**config.mk**
```make
export PLATFORM = sky130hd
export DESIGN_NAME = schoening_ctrl
export DESIGN_NICKNAME = d
export VERILOG_FILES = /design/src/rtl/schoening_ctrl.sv
export SDC_FILE = /design/constraint.sdc
export NUM_CORES = 1
export LEC_CHECK = 0
export ABC_AREA = 1
export BUFFER_PORTS_ARGS = -buffer_cell sky130_fd_sc_hd__buf_2
export CAP_MARGIN = 5
export CORE_AREA = 2 2 61 63
export CTS_CLUSTER_DIAMETER = 200
export DETAILED_ROUTE_END_ITERATION = 7
export DIE_AREA = 0 0 63 65
export PLACE_DENSITY = 0.77
export SLEW_MARGIN = 20
export SYNTH_ARGS = -nofsm -noshare
export SYNTH_HDL_FRONTEND = slang
export SYNTH_SLANG_ARGS = --single-unit
```
**constraint.sdc**
```tcl
create_clock -name clk -period 1.85 [get_ports clk]
set_clock_uncertainty 0.1 [all_clocks]
set_input_delay 0.185 -clock clk [delete_from_list [all_inputs] [get_ports clk]]
set_output_delay 0.185 -clock clk [all_outputs]
set_load 0.02 [all_outputs]
```
**src/rtl/schoening_ctrl.sv**
```systemverilog
// Sequencing FSM for the Schoening random-walk SAT datapath: owns the candidate
// assignment, drives the clause-store read index and flips one variable per iteration.
//
// state | meaning
// ------+--------------------------------------------------------------
// IDLE  | waiting for start; found/assign_out hold the last result
// LOAD  | load a fresh random assignment, count a new try
// EVAL  | check evaluator; finish, retry, or pick an unsatisfied clause
// FETCH | wait for the clause store to return the selected mask
// FLIP  | flip one random variable of the selected clause
// DONE  | one-cycle done pulse, then back to IDLE
module schoening_ctrl #(
   parameter int N     = 4,
   parameter int M     = 4,
   parameter int FLIPS = 8,
   parameter int TRIES = 16,
   parameter int RW    = 32
) (
   input  logic                      clk,
   input  logic                      reset,
   input  logic                      start,
   input  logic [RW-1:0]             rand_val,
   input  logic [M-1:0]              clauses_sat,
   output logic [$clog2(M)-1:0]      clause_rd_idx,
   input  logic [N-1:0]              clause_vars,
   output logic [N-1:0]              assign_out,
   output logic                      busy,
   output logic                      done,
   output logic                      found,
   output logic [$clog2(TRIES):0]    try_cnt
);

   localparam int CW = $clog2(M);
   localparam int VW = $clog2(N);
   localparam int TW = $clog2(TRIES) + 1;
   localparam int FW = $clog2(FLIPS) + 1;
   localparam logic [TW-1:0] TRIES_C = TW'(TRIES);
   localparam logic [FW-1:0] FLIPS_C = FW'(FLIPS);

   typedef enum logic [2:0] {
      S_IDLE,
      S_LOAD,
      S_EVAL,
      S_FETCH,
      S_FLIP,
      S_DONE
   } state_t;

   state_t          state, state_nxt;
   logic [N-1:0]    assign_nxt;
   logic [CW-1:0]   idx_nxt;
   logic [TW-1:0]   try_nxt;
   logic [FW-1:0]   flip_cnt, flip_nxt;
   logic            found_nxt;
   logic            unused_rand;

   // Only the low bits of the random word are consumed.
   assign unused_rand = ^rand_val;

   // First unsatisfied clause scanning upward from r with wrap-around.
   function automatic logic [CW-1:0] pick_clause(input logic [M-1:0] sat, input logic [CW-1:0] r);
      logic [CW-1:0] j;
      logic [CW-1:0] sel;
      logic          hit;
      sel = r;
      hit = 1'b0;
      for (int i = 0; i < M; i++) begin
         j = r + CW'(i);
         if (!hit && !sat[j]) begin
            sel = j;
            hit = 1'b1;
         end
      end
      return sel;
   endfunction

   // One-hot mask of the first set variable from v upward; zero for an empty clause.
   function automatic logic [N-1:0] flip_mask(input logic [N-1:0] vars, input logic [VW-1:0] v);
      logic [VW-1:0] k;
      logic [N-1:0]  m;
      logic          hit;
      m   = '0;
      hit = 1'b0;
      for (int i = 0; i < N; i++) begin
         k = v + VW'(i);
         if (!hit && vars[k]) begin
            m[k] = 1'b1;
            hit  = 1'b1;
         end
      end
      return m;
   endfunction

   always_ff @(posedge clk) begin
      if (reset) begin
         state         <= S_IDLE;
         assign_out    <= '0;
         clause_rd_idx <= '0;
         try_cnt       <= '0;
         flip_cnt      <= '0;
         found         <= 1'b0;
      end else begin
         state         <= state_nxt;
         assign_out    <= assign_nxt;
         clause_rd_idx <= idx_nxt;
         try_cnt       <= try_nxt;
         flip_cnt      <= flip_nxt;
         found         <= found_nxt;
      end
   end

   always_comb begin
      state_nxt  = state;
      assign_nxt = assign_out;
      idx_nxt    = clause_rd_idx;
      try_nxt    = try_cnt;
      flip_nxt   = flip_cnt;
      found_nxt  = found;
      case (state)
         S_IDLE: begin
            if (start) begin
               found_nxt = 1'b0;
               try_nxt   = '0;
               state_nxt = S_LOAD;
            end
         end
         S_LOAD: begin
            assign_nxt = rand_val[N-1:0];
            flip_nxt   = '0;
            try_nxt    = try_cnt + 1'b1;
            state_nxt  = S_EVAL;
         end
         S_EVAL: begin
            // Success is checked before the flip limit so a last-flip hit still counts.
            if (&clauses_sat) begin
               found_nxt = 1'b1;
               state_nxt = S_DONE;
            end else if (flip_cnt == FLIPS_C) begin
               state_nxt = (try_cnt == TRIES_C) ? S_DONE : S_LOAD;
            end else begin
               idx_nxt   = pick_clause(clauses_sat, rand_val[CW-1:0]);
               state_nxt = S_FETCH;
            end
         end
         S_FETCH: state_nxt = S_FLIP;
         S_FLIP: begin
            assign_nxt = assign_out ^ flip_mask(clause_vars, rand_val[CW+VW-1:CW]);
            flip_nxt   = flip_cnt + 1'b1;
            state_nxt  = S_EVAL;
         end
         S_DONE:  state_nxt = S_IDLE;
         default: state_nxt = S_IDLE;
      endcase
   end

   assign busy = (state != S_IDLE);
   assign done = (state == S_DONE);

endmodule

```
-- Yosys cells after proc, flatten, opt, wreduce, memory -nomap -nowiden
Index checks and enable logic that the tools add are counted.
- bits in registers: 19
- bits of input ports: 43
- logic and storage cells: 135
- $add $sub $neg: 8
- $lt $le $gt $ge: 12
- equal/unequal tests: 9
- multiplexer cells: 65
- bitwise operators: 6
- reduce and logical (&&, ||, !) cells: 29
- operators with widths (cell ; number):
    $mux 1 ; 32
    $mux 4 ; 8
    $lt 2x3->1 const B ; 8
    $bmux 1 s2 ; 8
    $pmux 4 s2 ; 2
    $mux 3 ; 4
    $or 4x4->4 ; 3
    $pmux 3 s4 ; 1
    $logic_and 1x1->1 ; 10
    $pmux 5 s2 ; 1
    $logic_not 1->1 ; 9
    $add 2x2->2 const B ; 4
    $demux 1 s2 ; 4
    $ge 2x1->1 const B ; 4
    $eq 3x2->1 const B ; 2
    $eq 3x3->1 const B ; 2
    $mux 2 ; 3
    $reduce_and 3->1 ; 2
    $reduce_bool 2->1 ; 3
    $add 5x1->5 const B ; 1
    $eq 5x5->1 const B ; 1
    $mux 5 ; 1
    $add 2x1->2 const B ; 2
    $add 4x1->4 const B ; 1
    11 further kinds ; 13

-- Longest topological paths before layout
Gate-level depths: netlist (run 1).
- depth in word-level cells: 21
- gate-level depth with buffers: 14
- depth with buffers taken out: 13

-- Least setup slack after synthesis (run 1)
Ideal clock, no wire load.
- path kind: input -> register
- from: input rand_val[2]
- to: register assign_out[3]
- library setup time: 0.135 ns
- arrival: 1.493 ns
- data required time: 1.615 ns
- slack: 0.123 ns
- stages on the path: 13
- path buffers: 1
- cells stage by stage: buf_4 inv_4 ha_1 inv_1 nand3_1 nand2_1 nand2_4 nor2_4 nand2_1 nand3_1 nand3_1 nand2_1 a21oi_2
- longest elaborated chain between the ends: 18
- RTL lines (element ; line ; text):
    start: declaration ; 22 ; input logic [RW-1:0] rand_val,
    parallel branches: the longest is 14 deep, another holds $lt 2x3->1 ; -- ;
    $mux 4 * ; 86 ; if (!hit && vars[k]) begin
    $mux 4 * ; 119 ; case (state)
    $xor 4x4->4 * ; 147 ; assign_nxt = assign_out ^ flip_mask(clause_vars, rand_val[CW+VW-1:CW]);
    $pmux 4 s2 * ; 119 ;
    end signal: assignment ; 104 ; assign_out <= assign_nxt;
    end: declaration ; 26 ; output logic [N-1:0] assign_out,
Every way passes the cells marked *. The select of a mux whose other input is x is not followed.
A chain may end at the register's enable or synchronous reset.

-- Worst setup path in the final report (run 1)
- from: input rand_val[2]
- to: register assign_out[0]
Same word-level chain as after synthesis.

==> metrics.md, run 1 <==
| Metric | Value |
|---|---|
| CP max-delay cell | `ha_1` |
| IO Count | `57` |
| Share of cells above drive strength 1 | `20.20%` |
| Final Non-Filler Cells | `350` |
| Most used cell, CP | `nand3_1` |
| Seq cells post-synth | `19` |
| Syn Area/Cell | `6.153 µm²` |
| Initial Util | `46.81%` |
| Final nets | `358` |
| Max frequency | `634.7 MHz` |
| PortBufs | `28` |
| Min Tclk post-route | `1.575 ns` |
| Setup violations, final | `0` |
| Iteration-0 DRC Markers | `80` |
| CP bufs+invs | `3` |
| Worst-Margin Slew | `0.2883 ns` |
| DR DRC count | `0` |
| M1 WL | `1.736 mm` |
| H-tree level count | `1` |
| Num Clock Sinks | `19` |
| Final Cycle Share | `85.16%` |
| Crit. End Element | `flop` |
| CTS buffer count | `3` |
| Critical Path AT | `1.67 ns` |
| Die X | `63 µm` |
| Post-place setup slack | `-0.02659 ns` |
| Ys flop type | `dfxtp_1` |
| CTS tree | `yes` |
| Hold Crit Class | `in2reg` |
| Routed Antenna Nets | `0` |
| Hold Buf Count CTS | `0` |
| Top routing layer used | `met4` |
| Core area | `3496 µm²` |
| Area Growth Syn to Fin | `15.98%` |
| Mapped Area | `1637 µm²` |
| Clock buffer depth | `2` |
| Netlist cell types | `29` |
| Cell chain of the critical path | `buf_2, inv_4, ha_1, inv_1, nand3_1, nand2_1, nand3_1, nor2_1, nor2_1, nand3_1, nand3_1, nand2_1, a21oi_2` |
| Clock latency on the worst-skew pair | `0.30 ns` |
| Worst Path Max Fanout | `4` |
| Slowest cell delay on critical path | `0.35 ns` |
| CP top delay family | `simple AND/OR/NAND/NOR gates` |
| Gr usage total | `18.97%` |
| Final setup margin | `0.2746 ns` |
| Largest area contributor in the netlist | `dfxtp_1` |
| DR WL/cell | `10.39 µm` |
| Post-placement cell count | `346` |
| First-pass GRT wire length | `6.527 mm` |
| Synth top area cells | `dfxtp_1 (23%), nand2_1 (17%), nand3_1 (11%), ha_1 (9.2%), inv_1 (8.7%)` |
| Commonest cells post-synth | `nand2_1 (76), inv_1 (38), nand3_1 (37)` |
| Status | `finished, final reports clean` |
| ANT cells | `0` |
| RSZ-0062 raised after global routing | `false` |
| Routability congestion estimate | `0.8502` |
| Vias per inst | `4.934` |
| Rows | `22` |
| Met3 Wirelength | `149 µm` |
| Hold Vio Cnt, Final | `0` |
| Pins Over Slew Limit | `0` |
| Synthesized instance count | `266` |
| Synth warn | `0` |
| Worst hold slack | `0.1149 ns` |
| Post-CTS Setup Inserts | `0` |
| Max-cap violations | `0` |
| Asr flop ratio synth | `0%` |
| Pin count of the biggest net entering global routing | `13` |
| CTS root buf | `clkbuf_4` |
| Routed wl met2 | `1.738 mm` |
| Antenna violations before repair | `0` |
| Post-CTS sizing | `0` |
| Die H | `65 µm` |
| Headroom to the max-slew limit | `80.57%` |
| Vias in the first global route | `1579` |
| Fillers | `366` |
| Post-Route WL | `3.638 mm` |
| Leak pwr | `0.9184 nW` |
| Total grt overflow | `0` |
| Yosys top cell area share | `23.24%` |
| Vias | `1727` |
| Fin util | `54.29%` |
| First-pass DRT Iterations | `4` |
| Power density cells | `545.5 nW/µm²` |
| Dpl hpwl | `2.918 mm` |
| Net count after synthesis | `321` |
| Register area share after synthesis | `23.24%` |
| Die Area | `4095 µm²` |
| Post-synth EDFFs | `0` |
| Worst VDD drop | `505.4 µV` |
| Kind of critical path | `in2reg` |
| Most numerous cell in the Yosys netlist | `nand2_1` |
| CP startpoint kind | `primary input` |
| Worst-path clk slew | `0.11 ns` |
| Critical path required time | `1.94 ns` |
-- registers in the layout (all words and copies together), names as in the netlist --
register	count
clause_rd_idx	2
try_cnt	5
flip_cnt	4
state	3
assign_out	4
found	1
-- logic make-up (layout without fill, tap and decap cells) --
logic type               Yosys count  in the layout  share of synthesized area [%]
XOR/XNOR                           1              1                         0.9942
flip-flops                        19             19                          23.24
AO/OA/AOI/OAI                     43             43                          15.29
buffers and inverters             42             78                          10.02
adder cells (fa/ha/maj)           12             12                          9.174
AND/OR/NAND/NOR                  149            149                          41.28
-- per-stage QoR --
step	total power, mW	instance area [µm²]	TNS [ns]
after floorplan	0.7221	1637	0
after global placement	0.8208	1871	0
after detailed placement	0.8310	1871	-0.07623
after CTS	1.047	1898	0
after global routing	1.113	1898	0
final	1.035	1898	0
-- metal layers --
| layer | global-route usage (%) | up-vias |
|---|---|---|
| li1 | - | 935 |
| met1 | 24.71 | 758 |
| met2 | 32.85 | 32 |
| met3 | 3.819 | 2 |
| met4 | 3.056 | 0 |
| met5 | 0 | - |
-- worst min-delay path: stages --
cell and delay (ns):
buf_2 0.09, nand3_1 0.10, nand2_1 0.07, nor2_1 0.04
-- placed cells by master, fill, tap and decap left out, drive strengths merged --
cell,Yosys,routed
dfxtp,19,19
o21bai,1,1
o211ai,2,2
a21oi,18,18
ha,12,12
a31oi,1,1
nor2b,1,1
or2,1,1
xor2,1,1
nor2,21,21
o21ai,21,21
nand3,39,39
clkbuf,1,3
nor3,2,2
inv,40,40
clkinv,0,1
nand2,82,82
buf,1,34
nand4,3,3
-- power breakdown --
group | total [mW] | internal [mW] | switching (mW)
logic | 0.367 | 0.129 | 0.238
clock network | 0.214 | 0.0807 | 0.133
registers | 0.455 | 0.432 | 0.0229
total | 1.04 | 0.641 | 0.394
-- area by class of cell --
type	count	area [µm²]	share of cell area (%)
Multi-Input combinational cell	205	1092	57.55
Sequential cell	19	380.4	20.04
Clock inverter	1	5.005	0.2637
Clock buffer	3	22.52	1.187
Inverter	40	152.6	8.042
Tap cell	48	60.06	3.164
Timing Repair Buffer	34	185.2	9.756
-- final timing paths --
kind,slack (ns),depth (start not counted),startpoint,endpoint
min reg2reg,0.39,1,flip_cnt[2]$_SDFFE_PP0P_,flip_cnt[2]$_SDFFE_PP0P_
max reg2reg,0.31,8,state[1]$_SDFFE_PP0P_,assign_out[3]$_SDFFE_PP0P_
min,0.11,4,start,found$_SDFFE_PP0P_
max,0.27,13,rand_val[2],assign_out[0]$_SDFFE_PP0P_
Power figures use the tool's default switching activity.
==> run 2, diff against run 1 <==
GPL_TIMING_DRIVEN = 0   (was not set)
==> run 2 against run 1 <==
Compared with the run above: via count up 0.64%; clock power up 4%; total power up 1.5%; register-to-register slack worse by 0.07 ns; sequential share of layout area down 0.40 points; sequential power about the same; die area unchanged; final cell count unchanged; final area up 2.0%; non-clock buffer count unchanged; setup slack worse by 0.087 ns; worst hold slack worse by 0.032 ns.
==> metrics.md, run 2 (same netlist as run 1, synthesis figures left out) <==
| Metric | Value |
|---|---|
| Status | `finished, final reports clean` |
| Worst setup path startpoint | `rand_val[2]` |
| Core area | `3496 µm²` |
| H-tree level count | `1` |
| DR DRC count | `0` |
| Iteration-0 DRC Markers | `75` |
| R2R setup slack | `0.24 ns` |
| CP startpoint kind | `primary input` |
| ANT cells | `0` |
| Top Registers | `try_cnt x5, assign_out x4, flip_cnt x4` |
| FF-to-FF Start | `state[2]$_SDFFE_PP0P_` |
| Clock latency on the worst-skew pair | `0.31 ns` |
| CTS root buf | `clkbuf_4` |
| Min Tclk post-route | `1.663 ns` |
| Vias | `1738` |
| Worst-path clk slew | `0.12 ns` |
| Register with the most flip-flops | `try_cnt` |
| First-pass DRT Iterations | `5` |
| Critical Path AT | `1.81 ns` |
| Max FFs per register | `5` |
| Final Cycle Share | `89.89%` |
| Worst Path Max Fanout | `12` |
| Pins Over Slew Limit | `0` |
| Routed Antenna Nets | `0` |
| Die Area | `4095 µm²` |
| FF-to-FF path depth | `7` |
| Share of cells above drive strength 1 | `21.19%` |
| Crit. End Element | `flop` |
| First-pass GRT wire length | `6.092 mm` |
| Final Non-Filler Cells | `350` |
| Most frequent cells in the layout | `nand2_1 (75), inv_1 (37), nand3_1 (36)` |
| CTS buffer count | `3` |
| Leak pwr | `0.9020 nW` |
| IO Count | `57` |
| Pin count of the biggest net entering global routing | `13` |
| Die X | `63 µm` |
| Die H | `65 µm` |
| Power density cells | `542.4 nW/µm²` |
| Routability congestion estimate | `0.8010` |
| Kind of critical path | `in2reg` |
| Initial Util | `46.81%` |
| RSZ-0062 raised after global routing | `false` |
| Area Growth Syn to Fin | `18.35%` |
| Max frequency | `601.4 MHz` |
| Vias in the first global route | `1497` |
| Final nets | `358` |
| Rows | `22` |
| Gr usage total | `18.04%` |
| Critical path required time | `2.00 ns` |
| Clock buffer depth | `2` |
| Post-placement cell count | `342` |
| Vias per inst | `4.966` |
| Hold Vio Cnt, Final | `0` |
| Hold Crit Class | `in2reg` |
| Total grt overflow | `0` |
| Fin util | `55.40%` |
| Setup violations, final | `0` |
| Headroom to the max-slew limit | `60.89%` |
| Most common cell after layout, fill and taps aside | `nand2_1` |
| Critical Path Sink | `assign_out[0]$_SDFFE_PP0P_` |
| Num Clock Sinks | `19` |
| Worst VDD drop | `487.8 µV` |
| CTS tree | `yes` |
| Reg-to-Reg End | `assign_out[3]$_SDFFE_PP0P_` |
| PortBufs | `28` |
| DR WL/cell | `10.19 µm` |
| Max-cap violations | `0` |
| Post-Route WL | `3.567 mm` |
| Worst-Margin Slew | `0.5867 ns` |
| Antenna violations before repair | `0` |
| Dpl hpwl | `2.817 mm` |
| Total negative slack | `0 ns` |
## run 2: final cells by class
class	instances	area (µm²)
Fill cell	365	1559
Multi-Input combinational cell	205	1126
Sequential cell	19	380.4
Timing Repair Buffer	32	172.7
Inverter	40	156.4
Tap cell	48	60.06
Clock buffer	3	22.52
Buffer	2	11.26
Clock inverter	1	7.507
## run 2: per-stage QoR
step                hold WS, ns  setup slack (ns)  power [mW]  area, µm²
global placement         0.2727           -0.2482      0.8119       1837
finish                  0.08329            0.1871       1.051       1937
detailed placement       0.2805           -0.2489      0.8171       1837
global route             0.1122           0.04413       1.124       1937
CTS                     0.07151           0.08055       1.045       1877
floorplan                0.1541            0.1227      0.7221       1637
## run 2: where the power goes
group          switching, mW  internal (mW)
clock                  0.139         0.0825
combinational          0.241          0.132
sequential            0.0241          0.432
total                  0.404          0.646
## run 2: repair_timing
item,in CTS,in global routing
setup endpoints to repair,0,5
hold buffers,1,0
gates resized for setup,0,7
hold endpoints to repair,1,0
setup buffers,0,3
## run 2: critical path, stage by stage
cell     delay, ns
buf_2         0.13
buf_4         0.17
inv_4         0.14
ha_4          0.23
inv_1         0.09
nand3_1       0.09
nand2_2       0.11
nand2_4       0.08
nor2_4        0.14
nand2_1       0.09
nand3_1       0.08
nand2_1       0.05
nand3_1       0.06
nand2_1       0.06
a21oi_2       0.10
## run 2: worst min-delay path by stage
stage	from	endpoint	cells past startpoint
floorplan	reset	flip_cnt[3]$_SDFFE_PP0P_	1
global placement	reset	flip_cnt[3]$_SDFFE_PP0P_	2
detailed placement	reset	flip_cnt[3]$_SDFFE_PP0P_	2
CTS	start	found$_SDFFE_PP0P_	4
global route	start	found$_SDFFE_PP0P_	4
finish	start	found$_SDFFE_PP0P_	4
## run 2: routing by layer
metal  global-route usage [%]  vias to the layer above  share of wire, %
met5                        0                        -                 0
met4                    2.778                        0              0.22
met3                    4.167                        2               5.1
met2                    32.31                       40                48
met1                    22.34                      767                46
li1                         -                      929                 -
